### src/rtl/ahb_sram_slave_if.sv
// AHB-lite bus signals seen by the on-chip RAM slave.
// The slave modport is used by ahb_sram_slave; the master modport by whoever drives the bus.
interface ahb_sram_slave_if;
    logic        hsel;
    logic [63:0] haddr;
    logic        hwrite;
    logic [2:0]  hsize;
    logic [2:0]  hburst;
    logic [1:0]  htrans;
    logic        hmastlock;
    logic [63:0] hwdata;
    logic        hready;
    logic        hreadyout;
    logic        hresp;
    logic [63:0] hrdata;

    modport slave (
        input  hsel, haddr, hwrite, hsize, hburst, htrans, hmastlock, hwdata, hready,
        output hreadyout, hresp, hrdata
    );

    modport master (
        output hsel, haddr, hwrite, hsize, hburst, htrans, hmastlock, hwdata, hready,
        input  hreadyout, hresp, hrdata
    );
endinterface

### src/rtl/ahb_sram_slave.sv
// AHB-lite responder for a 64-bit single-port synchronous SRAM with byte enables.
// Reads and writes are zero-wait; a read whose address phase overlaps a write data
// phase gets one wait state (RD_ISSUE) because the SRAM port is busy with the write.
// Illegal accesses get the two-cycle ERROR response and never touch the SRAM.
module ahb_sram_slave #(
    parameter int          ADDR_WIDTH = 12,
    parameter logic [63:0] BASE_ADDR  = 64'h0000_0000_8000_0000
) (
    input  logic                  clk,
    input  logic                  rst,
    ahb_sram_slave_if.slave       ahb,
    output logic                  sram_ce,
    output logic                  sram_we,
    output logic [7:0]            sram_be,
    output logic [ADDR_WIDTH-1:0] sram_addr,
    output logic [63:0]           sram_wdata,
    input  logic [63:0]           sram_rdata
);
    localparam logic [63:0] WIN_BYTES = 64'd8 << ADDR_WIDTH;

    typedef enum logic [2:0] {
        S_IDLE,
        S_RD,
        S_WR,
        S_RD_ISSUE,
        S_ERR1,
        S_ERR2
    } state_e;

    state_e                state_q, state_d;
    logic [ADDR_WIDTH-1:0] wr_addr_q, wr_addr_d;
    logic [7:0]            wr_be_q, wr_be_d;
    logic [ADDR_WIDTH-1:0] rd_addr_q, rd_addr_d;

    logic                  accept;
    logic [63:0]           off;
    logic                  misalign;
    logic                  dec_err;
    logic [ADDR_WIDTH-1:0] dec_addr;
    logic [7:0]            dec_be;
    logic                  sample_state;
    logic                  rd_now;

    // Burst type and lock have no effect: every beat is decoded on its own.
    logic unused_ok;
    assign unused_ok = ^{ahb.hburst, ahb.hmastlock};

    // Address-phase decode: window check, size/alignment check, word address and lanes.
    always_comb begin
        accept   = ahb.hsel & ahb.hready & ahb.htrans[1];
        off      = ahb.haddr - BASE_ADDR;
        misalign = 1'b0;
        case (ahb.hsize)
            3'd1:    misalign = ahb.haddr[0];
            3'd2:    misalign = |ahb.haddr[1:0];
            3'd3:    misalign = |ahb.haddr[2:0];
            default: misalign = 1'b0;
        endcase
        dec_err  = (ahb.haddr < BASE_ADDR) | (off >= WIN_BYTES) | ahb.hsize[2] | misalign;
        dec_addr = off[ADDR_WIDTH+2:3];
        case (ahb.hsize)
            3'd0:    dec_be = 8'h01 << ahb.haddr[2:0];
            3'd1:    dec_be = 8'h03 << {ahb.haddr[2:1], 1'b0};
            3'd2:    dec_be = 8'h0F << {ahb.haddr[2], 2'b00};
            default: dec_be = 8'hFF;
        endcase
        // States with hreadyout=1 are the only ones that sample a new address phase.
        sample_state = (state_q == S_IDLE) || (state_q == S_RD) ||
                       (state_q == S_WR)   || (state_q == S_ERR2);
        // A legal read can go straight to the SRAM unless a write owns the port this cycle.
        rd_now = sample_state & accept & ~dec_err & ~ahb.hwrite & (state_q != S_WR);
    end

    // State and latched-address registers.
    always_ff @(posedge clk) begin
        if (rst) begin
            state_q   <= S_IDLE;
            wr_addr_q <= '0;
            wr_be_q   <= '0;
            rd_addr_q <= '0;
        end else begin
            state_q   <= state_d;
            wr_addr_q <= wr_addr_d;
            wr_be_q   <= wr_be_d;
            rd_addr_q <= rd_addr_d;
        end
    end

    // Next-state logic: accept a new beat in ready states, walk the wait/error states otherwise.
    always_comb begin
        state_d   = state_q;
        wr_addr_d = wr_addr_q;
        wr_be_d   = wr_be_q;
        rd_addr_d = rd_addr_q;
        case (state_q)
            S_IDLE, S_RD, S_WR, S_ERR2: begin
                if (accept) begin
                    if (dec_err) begin
                        state_d = S_ERR1;
                    end else if (ahb.hwrite) begin
                        state_d   = S_WR;
                        wr_addr_d = dec_addr;
                        wr_be_d   = dec_be;
                    end else if (state_q == S_WR) begin
                        state_d   = S_RD_ISSUE;
                        rd_addr_d = dec_addr;
                    end else begin
                        state_d = S_RD;
                    end
                end else begin
                    state_d = S_IDLE;
                end
            end
            S_RD_ISSUE: state_d = S_RD;
            S_ERR1:     state_d = S_ERR2;
            default:    state_d = S_IDLE;
        endcase
    end

    // Output logic: bus response per state plus the SRAM command for this cycle.
    always_comb begin
        ahb.hreadyout = 1'b1;
        ahb.hresp     = 1'b0;
        ahb.hrdata    = '0;
        sram_ce       = 1'b0;
        sram_we       = 1'b0;
        sram_be       = '0;
        sram_addr     = '0;
        sram_wdata    = '0;
        case (state_q)
            S_WR: begin
                sram_ce    = 1'b1;
                sram_we    = 1'b1;
                sram_be    = wr_be_q;
                sram_addr  = wr_addr_q;
                sram_wdata = ahb.hwdata;
            end
            S_RD: begin
                ahb.hrdata = sram_rdata;
            end
            S_RD_ISSUE: begin
                ahb.hreadyout = 1'b0;
                sram_ce       = 1'b1;
                sram_be       = 8'hFF;
                sram_addr     = rd_addr_q;
            end
            S_ERR1: begin
                ahb.hreadyout = 1'b0;
                ahb.hresp     = 1'b1;
            end
            S_ERR2: begin
                ahb.hresp = 1'b1;
            end
            default: ;
        endcase
        if (rd_now) begin
            sram_ce   = 1'b1;
            sram_we   = 1'b0;
            sram_be   = 8'hFF;
            sram_addr = dec_addr;
        end
        // Reset kills any access in flight, so a write caught by reset never commits.
        if (rst) begin
            sram_ce = 1'b0;
            sram_we = 1'b0;
        end
    end
endmodule

### src/flat_wrapper.sv
// flat-port wrapper written by rule: the top's interface ports become plain ports
module ahb_sram_slave_flat 
#(
    parameter int          ADDR_WIDTH = 12,
    parameter logic [63:0] BASE_ADDR  = 64'h0000_0000_8000_0000
)
  (clk, rst, sram_ce, sram_we, sram_be, sram_addr, sram_wdata, sram_rdata, ahb_hsel, ahb_haddr, ahb_hwrite, ahb_hsize, ahb_hburst, ahb_htrans, ahb_hmastlock, ahb_hwdata, ahb_hready, ahb_hreadyout, ahb_hresp, ahb_hrdata);
  ahb_sram_slave_if ahb_i ();
  input  logic clk;
  input  logic rst;
  output logic sram_ce;
  output logic sram_we;
  output logic [7:0] sram_be;
  output logic [ADDR_WIDTH-1:0] sram_addr;
  output logic [63:0] sram_wdata;
  input  logic [63:0] sram_rdata;
  input wire logic [$bits(ahb_i.hsel)-1:0] ahb_hsel;
  input wire logic [$bits(ahb_i.haddr)-1:0] ahb_haddr;
  input wire logic [$bits(ahb_i.hwrite)-1:0] ahb_hwrite;
  input wire logic [$bits(ahb_i.hsize)-1:0] ahb_hsize;
  input wire logic [$bits(ahb_i.hburst)-1:0] ahb_hburst;
  input wire logic [$bits(ahb_i.htrans)-1:0] ahb_htrans;
  input wire logic [$bits(ahb_i.hmastlock)-1:0] ahb_hmastlock;
  input wire logic [$bits(ahb_i.hwdata)-1:0] ahb_hwdata;
  input wire logic [$bits(ahb_i.hready)-1:0] ahb_hready;
  output wire logic [$bits(ahb_i.hreadyout)-1:0] ahb_hreadyout;
  output wire logic [$bits(ahb_i.hresp)-1:0] ahb_hresp;
  output wire logic [$bits(ahb_i.hrdata)-1:0] ahb_hrdata;
  assign ahb_i.hsel = ahb_hsel;
  assign ahb_i.haddr = ahb_haddr;
  assign ahb_i.hwrite = ahb_hwrite;
  assign ahb_i.hsize = ahb_hsize;
  assign ahb_i.hburst = ahb_hburst;
  assign ahb_i.htrans = ahb_htrans;
  assign ahb_i.hmastlock = ahb_hmastlock;
  assign ahb_i.hwdata = ahb_hwdata;
  assign ahb_i.hready = ahb_hready;
  assign ahb_hreadyout = ahb_i.hreadyout;
  assign ahb_hresp = ahb_i.hresp;
  assign ahb_hrdata = ahb_i.hrdata;
  ahb_sram_slave #(.ADDR_WIDTH(ADDR_WIDTH), .BASE_ADDR(BASE_ADDR)) u_core (.clk(clk), .rst(rst), .ahb(ahb_i), .sram_ce(sram_ce), .sram_we(sram_we), .sram_be(sram_be), .sram_addr(sram_addr), .sram_wdata(sram_wdata), .sram_rdata(sram_rdata));
endmodule
### config.mk
export PLATFORM = sky130hd
export DESIGN_NAME = ahb_sram_slave_flat
export DESIGN_NICKNAME = d
export VERILOG_FILES = /design/src/rtl/ahb_sram_slave_if.sv /design/src/rtl/ahb_sram_slave.sv /design/src/flat_wrapper.sv
export SDC_FILE = /design/constraint.sdc
export NUM_CORES = 1
export LEC_CHECK = 0
export BUFFER_PORTS_ARGS = -buffer_cell sky130_fd_sc_hd__buf_2
export CAP_MARGIN = 20
export CELL_PAD_IN_SITES_DETAIL_PLACEMENT = 0
export CELL_PAD_IN_SITES_GLOBAL_PLACEMENT = 2
export CORE_UTILIZATION = 15
export DETAILED_ROUTE_END_ITERATION = 10
export PLACE_DENSITY_LB_ADDON = 0.1
export SLEW_MARGIN = 5
export SYNTH_ARGS = -nofsm -noshare
export SYNTH_HDL_FRONTEND = slang
export SYNTH_SLANG_ARGS = --single-unit
### constraint.sdc
create_clock -name clk -period 2.25 [get_ports clk]
set_input_delay 0 -clock clk [delete_from_list [all_inputs] [get_ports clk]]
set_output_delay 0 -clock clk [all_outputs]
set_load 0.005 [all_outputs]
== Yosys cells after proc, flatten, opt, wreduce, memory -nomap -nowiden ==
Index checks and enable logic that the tools add are counted.
W data, S select, Z words.
Operators by class
  $add $sub $neg: 1
  multiply operators: 0
  divide/modulo/power cells: 0
  order comparisons: 2
  equality and inequality tests: 9
  shift-type cells: 3
  muxes and demuxes: 21
  bitwise operators: 11
  reductions and logical operators: 13
Operators with widths (count)
  $mux W64: 2
  $ge A64 B16 Y1 const B: 1
  $lt A64 B32 Y1 const B: 1
  $sub A64 B32 Y64 const B: 1
  $pmux W12 S2: 1
  $pmux W8 S3: 1
  $pmux W8 S2: 1
  $eq A3 B2 Y1 const B: 4
  $mux W12: 1
  $mux W3: 3
  $pmux W3 S3: 1
  $mux W1: 8
  $mux W8: 1
  $reduce_or A2 Y1: 4
  $shl A1 B3 Y8 const A: 1
  $shl A2 B3 Y8 const A: 1
  $shl A4 B3 Y8 const A: 1
  $and A1 B1 Y1: 6
  $eq A3 B1 Y1 const B: 2
  $eq A3 B3 Y1 const B: 2
  $logic_not A3 Y1: 2
  $reduce_and A5 Y1: 1
  $reduce_and A4 Y1: 1
  $reduce_or A4 Y1: 1
  7 further kinds: 12
Word-level totals
  register bits: 35
  bits in latches: 0
  RAM bits: 0
  bits in read-only memories: 0
  bits of input ports: 206
  output and inout bits: 152
  word-level logic and storage cells: 64
  memories: 0

== Longest topological paths before layout ==
Gate-level depths: netlist of the first run.
  word-level depth: 11
  depth in mapped cells: 10
  gate-level depth less buffers: 9

== Worst setup path after synthesis of the first run ==
OpenSTA, ideal clock, no wires.
  path type: input port to flip-flop
  from: input ahb_haddr[32]
  to: register u_core.wr_be_q[0]
  setup time: 123 ps
  arrival: 2229 ps
  required time: 2127 ps
  path slack: -102 ps
  cell stages on the path: 8
  buffers on the path: 1
  cell sequence: nor3_1 > nand2_2 > or4_4 > mux2_4 > a211oi_2 > and3_1 > buf_6 > mux2_1
Between the ends
  word-level cells in the longest chain between the ends: 7
  elaborated cells on any way between the ends: 8
  classes of those cells: add/sub (1); order compare (2); bitwise (4); reduce/logical (1)
RTL lines
  from (decl): RTL line flat_wrapper.sv:18  | input wire logic [$bits(ahb_i.haddr)-1:0] ahb_haddr;
  $sub A64 B32 Y64: RTL line ahb_sram_slave.sv:51  | off = ahb.haddr - BASE_ADDR;
  $ge A64 B16 Y1: RTL line ahb_sram_slave.sv:59  | dec_err = (ahb.haddr < BASE_ADDR) | (off >= WIN_BYTES) | ahb.hsize[2] | misalign;
  $or A1 B1 Y1 * (3 in a row): RTL line ahb_sram_slave.sv:59
  $not A1 Y1 *
  $reduce_and A4 Y1 (no line) *
  to (signal assigned): RTL line ahb_sram_slave.sv:84  | wr_be_q <= wr_be_d;
  to (decl): RTL line ahb_sram_slave.sv:32  | logic [7:0] wr_be_q, wr_be_d;
Every way passes the cells marked *; elsewhere a longest branch is shown, timed or not.
A chain may end at the register's enable or synchronous reset.

== Final worst setup path of the first run ==
  from: register u_core.state_q[2]
  to: register u_core.rd_addr_q[4]
Between the ends
  word-level cells in the longest chain between the ends: 3
  elaborated cells on any way between the ends: 6
  classes of those cells: eq/ne (3); reduce/logical (3)
RTL lines
  from (decl): RTL line ahb_sram_slave.sv:30  | state_e state_q, state_d;
  from (signal assigned): RTL line ahb_sram_slave.sv:82  | state_q <= state_d;
  $eq A3 B3 Y1 (tied with other cells): RTL line ahb_sram_slave.sv:95  | case (state_q)
  $reduce_or A4 Y1: RTL line ahb_sram_slave.sv:95
  $reduce_and A5 Y1 (no line) *
  to (signal assigned): RTL line ahb_sram_slave.sv:85  | rd_addr_q <= rd_addr_d;
  to (decl): RTL line ahb_sram_slave.sv:33  | logic [ADDR_WIDTH-1:0] rd_addr_q, rd_addr_d;
Marks and branches as above.

==> results.cfg, run 1 <==
[run_status]
run_status = finished, violations left
violations = negative setup slack

[synth]
synth_edf_count = 0
netlist_area_um2 = 3590
synth-simple-area-share = 0.455
async_flop_share = 0
synth_top_family_by_area = simple AND/OR/NAND/NOR gates
synth-compound-area-share = 0.199
synth-seq-cells = 35
synth_cells = 513
yosys-top-cells-area = dfxtp_1 (20%), and3_1 (11%), and2_1 (11%)
synth_fp_nets = 720
avgSynthCellArea_um2 = 7.00
synth-xor-area-share = 0.00976
synth.area.mux_share = 0.0656
yosysWarnings = 0
synth_seq_area_share = 0.195
synth_top_cell_area_share = 0.195
synth.distinct_cells = 46
synthFlopType = dfxtp_1
yosys.area.top_type = dfxtp_1
synth_adder_area_share = 0.00349

[timing]
finalSetupViolCount = 53
maxSlewViolCount = 0
setup_ws_ns = -0.268
timing.final.crit_share = 1.12
worst_pin_slew_ns = 0.688
period_needed_ns = 2.52
finClkSkew_ns = 0.00610
rsz0062_at_grt = true
hold_viol = 0
slew_headroom = 0.541
clock.fmax_mhz = 397

[finish]
final_area_um2 = 6800
area_growth_pct = 89.6
fin_nets = 1117
drive_above_1_share = 0.545

[floorplanning]
die_h_um = 157
fp.dieW_um = 157
die-area_um2 = 24500
start_util = 0.153
core_um2 = 23500
io-pin-count = 358
rows = 56

[pwr]
seq_power_share = 0.356
swShare = 0.257
pwr-share-clk = 0.385
p_leak_nw = 3.60
p_int_mw = 1.30
p_sw_mw = 0.449
power_density_nw_per_um2 = 257
vdd_drop_max_mv = 0.216
pwr-share-comb = 0.259

[routing]
drtPass1Iterations = 6
vias = 5219
drc_errors = 0
drt_iter0_markers = 198
wire_per_inst_um = 16.7
routed_wl_um = 20500
viasPerCell = 4.24
drtAntennaViolNets = 0

[clock_network]
cts_buffer_depth = 2
clkSinkCount = 35
cts_tree = yes
h-tree-depth = 2
numCtsBuffers = 5
clk_pin_slew_ns = 0.05
clk-insertion-delay-late_ns = 0.27
root_buffer = clkbuf_16

[setup_path]
cp-start-kind = register
end_kind = register
cp_data_required_time_ns = 2.40
worst-path-max-fanout = 6
cp.arrival_ns = 2.67
crit_type = register to register

[grt]
grt_pass1_wl_um = 28700
gr-usage-all-layers = 0.154
grt_max_degree = 78
overflow = 0
grt_pass1_vias = 5113
antenna_found_initial = 8

[place]
gp_congestion = 0.788
dp_hpwl_um = 16600
port_buffers = 352
postPlaceCellArea_um2 = 6190
dp_slack_ns = -0.344

[job]
max_cap_violations = 0

[worst_hold_path]
min_path_type = input pin to register
-- cells in the final DEF, fill, tap and decap left out, types with 12 or more instances in the layout --
cell type  count
a21oi_1       33
buf_4         63
nor2_1        26
a21o_1        16
nand4_1       12
mux2i_1       13
nand2b_1      27
a21oi_2       15
dfxtp_1       33
o22ai_1       12
inv_1         18
buf_2        350
and2_1        64
and3_1        64
o21ai_0       15
-- registers in the layout, summed over array words and instances (netlist names) --
register,flops
u_core.rd_addr_q,12
u_core.wr_addr_q,12
u_core.state_q,3
u_core.wr_be_q,8
-- cell usage after synthesis (13+ instances only) --
library cell and n:
and2_1 64, and3_1 65, inv_1 19, nand3_1 16, nand2b_1 27, a21oi_1 58, clkbuf_1 36, dfxtp_1 35
a21o_1 16, o21ai_0 15, nor2_1 26, mux2i_1 13
-- timing repair --
action,CTS,global route
gates resized for setup,53,24
pin swaps,25,13
endpoints found under the setup margin,54,55
gates cloned,4,1
hold buffers,3,0
hold endpoints to repair,3,0
buffers inserted,3,1
-- critical path, cell delays in order, from the launching register on --
cell     delay [ns]
dfxtp_2        0.31
nor2b_4        0.13
a21oi_2        0.10
buf_4          0.14
nand4_1        0.19
buf_4          0.23
buf_6          0.11
or3_4          0.39
nor4_4         0.28
buf_6          0.20
buf_8          0.15
a21o_1         0.11
a21oi_1        0.06
-- kinds of logic after synthesis --
group                    count (synthesis)
XOR/XNOR                                 4
AND/OR/NAND/NOR                        272
multiplexers                            22
adder cells (fa/ha/maj)                  1
flip-flops                              35
AO/OA/AOI/OAI                          118
buffers and inverters                   61
-- area by class of cell --
cell class,instances,area [um^2]
fill,2620,16700
multi-input combinational,417,2920
timing repair buffer,432,2550
sequential,35,706
tap,319,399
clock buffer,6,139
inverter,19,71.3
antenna,3,7.51
clock inverter,1,5.00
-- path summary, 6_finish.rpt --
path	start	endpoint	slack, ns	depth (start not counted)
hold / removal	ahb_haddr[12]	u_core.rd_addr_q[9]	0.01	3
setup / recovery	u_core.state_q[2]	u_core.rd_addr_q[4]	-0.27	12
hold reg to reg	u_core.wr_addr_q[9]	u_core.wr_addr_q[9]	0.48	2
setup reg to reg	u_core.state_q[2]	u_core.rd_addr_q[4]	-0.27	12
-- routing by layer --
metal,vias up,global-route usage,share of wire
met2,201,0.264,0.49
li1,2615,-,-
met3,21,0.0426,0.077
met1,2382,0.190,0.42
met4,0,0.0378,0.014
met5,-,0,0
-- power by group through the flow --
stage | clock [mW] | combinational [mW] | sequential [mW]
floorplan | 0 | 0.133 | 0.636
global placement | 0 | 0.439 | 0.636
detailed placement | 0 | 0.441 | 0.636
CTS | 0.704 | 0.456 | 0.622
global route | 0.721 | 0.504 | 0.622
finish | 0.674 | 0.454 | 0.623
-- through the flow --
stage               cells  power [mW]   util  setup TNS, ns  hold WS [ns]
floorplan             513       0.769      -         -0.468         0.110
global placement     1212        1.07  0.264         -10.55         0.269
finish               1232        1.75  0.290          -8.57       0.00980
CTS                  1229        1.78  0.285         -14.81       0.00478
global route         1231        1.85  0.290         -16.07        0.0159
detailed placement   1212        1.08  0.264         -11.58         0.269
Note: power is estimated with default switching activity, not from simulation.
==> run 2: changes to the inputs <==
--- a/config.mk
+++ b/config.mk
@@ -9,6 +9,7 @@
 export CAP_MARGIN = 20
 export CELL_PAD_IN_SITES_DETAIL_PLACEMENT = 0
 export CELL_PAD_IN_SITES_GLOBAL_PLACEMENT = 2
+export CORE_MARGIN = 2
 export CORE_UTILIZATION = 15
 export DETAILED_ROUTE_END_ITERATION = 10
 export PLACE_DENSITY_LB_ADDON = 0.1
==> results.cfg, run 2 (synthesis results as in run 1) <==
[pwr]
vdd_drop_max_mv = 0.222
p_leak_nw = 3.60
finalPower_mw = 1.74
power_density_nw_per_um2 = 260

[timing]
finalSetupViolCount = 6
worst_pin_slew_ns = 0.811
maxSlewViolCount = 0
finClkSkew_ns = 0.00647
slew_headroom = 0.459
setup_ws_ns = -0.0392
clock.fmax_mhz = 437
hold_ws_ns = 0.00755
timing.final.crit_share = 1.02
hold_viol = 0
rsz0062_at_grt = true
fin_setup_tns_ns = -0.124
period_needed_ns = 2.29

[clock_network]
cts_tree = yes
clkSinkCount = 35
root_buffer = clkbuf_16
clk_pin_slew_ns = 0.06
h-tree-depth = 2
clk-insertion-delay-late_ns = 0.27
numCtsBuffers = 5
cts_buffer_depth = 2

[setup_path]
end_kind = output pin
cp-start-kind = input pin
worst-path-max-fanout = 22
cp_data_required_time_ns = 2.25
crit_type = input pin to output pin
cp.arrival_ns = 2.29

[finish]
area_growth_pct = 86.1
fin_nets = 1118
drive_above_1_share = 0.524
most-common-layout-cells = buf_2 (350), and3_1 (64), and2_1 (64), buf_4 (62), a21oi_1 (49)
layout_commonest_cell = buf_2
largest_registers = u_core.rd_addr_q x12, u_core.wr_addr_q x12, u_core.wr_be_q x8
final_area_um2 = 6680

[floorplanning]
start_util = 0.153
fp.dieW_um = 159
rows = 56
core_um2 = 23500
die-area_um2 = 25200
io-pin-count = 358
die_h_um = 159

[job]
max_cap_violations = 0

[run_status]
run_status = finished, violations left
violations = negative setup slack

[place]
postPlaceCellArea_um2 = 6140
dp_slack_ns = -0.274
dp_hpwl_um = 15800
port_buffers = 352
gp_congestion = 0.735

[grt]
use_met1 = 0.184
met2_usage = 0.247
grt_use_met3 = 0.0253
grt_pass1_vias = 4876
antenna_found_initial = 2
grt_max_degree = 78
gr-usage-all-layers = 0.141
grt_pass1_wl_um = 27200
grt-busiest-layer = met2
overflow = 0

[routing]
drc_errors = 0
drtAntennaViolNets = 0
wire_per_inst_um = 16.7
drt_iter0_markers = 220
routed_wl_um = 20500
drtPass1Iterations = 4
vias = 5223
viasPerCell = 4.24

[worst_hold_path]
min_path_type = input pin to register
==> run 2: per-layer routing <==
metal  wire length [um]  share of wire  vias up
met5                  0              0        -
met4                106         0.0052        0
met3               1370          0.067        8
met2              10200           0.50      196
met1               8860           0.43     2407
li1                   -              -     2612
==> run 2: final timing paths <==
path	startpoint	to	slack, ns	cells past startpoint
min reg2reg	u_core.wr_addr_q[0]	u_core.wr_addr_q[0]	0.48	2
max reg2reg	u_core.state_q[2]	u_core.wr_be_q[3]	0.19	9
max	ahb_haddr[49]	sram_addr[3]	-0.04	10
min	ahb_haddr[7]	u_core.rd_addr_q[4]	0.008	3
==> run 2: power breakdown <==
| group | total (mW) | internal [mW] | switching (mW) |
|---|---|---|---|
| clock network | 0.660 | 0.409 | 0.251 |
| logic | 0.456 | 0.250 | 0.205 |
| registers | 0.623 | 0.621 | 0.00169 |
==> run 2: layout make-up <==
class                      count  area (um^2)
multi-input combinational    417         2800
tap                          319          399
sequential                    35          706
clock inverter                 1         5.00
inverter                      19         71.3
clock buffer                   7          133
timing repair buffer         433         2560
antenna                        1         2.50
fill                        2639        16800
==> run 2: critical path, cell delays in order <==
cell and delay, ns:
buf_2 0.11, nor3_1 0.30, nand2_1 0.13, or4_4 0.53, mux2_4 0.33, a211oi_4 0.26
nand3_2 0.12, buf_12 0.18, a21oi_1 0.17, buf_2 0.15
==> run 2: per-stage QoR <==
| step | cells | utilization |
|---|---|---|
| floorplan | 513 | - |
| global placement | 1207 | 0.262 |
| detailed placement | 1207 | 0.262 |
| CTS | 1225 | 0.275 |
| global route | 1231 | 0.284 |
| finish | 1232 | 0.285 |
==> run 2: what timing repair did <==
item | 4_1_cts | 5_1_grt
setup buffers | 5 | 5
pin swaps | 3 | 15
cloned | 2 | 4
endpoints found under the hold margin | 4 | 0
gates resized for setup | 16 | 31
hold buffers | 4 | 0
endpoints found under the setup margin | 53 | 53
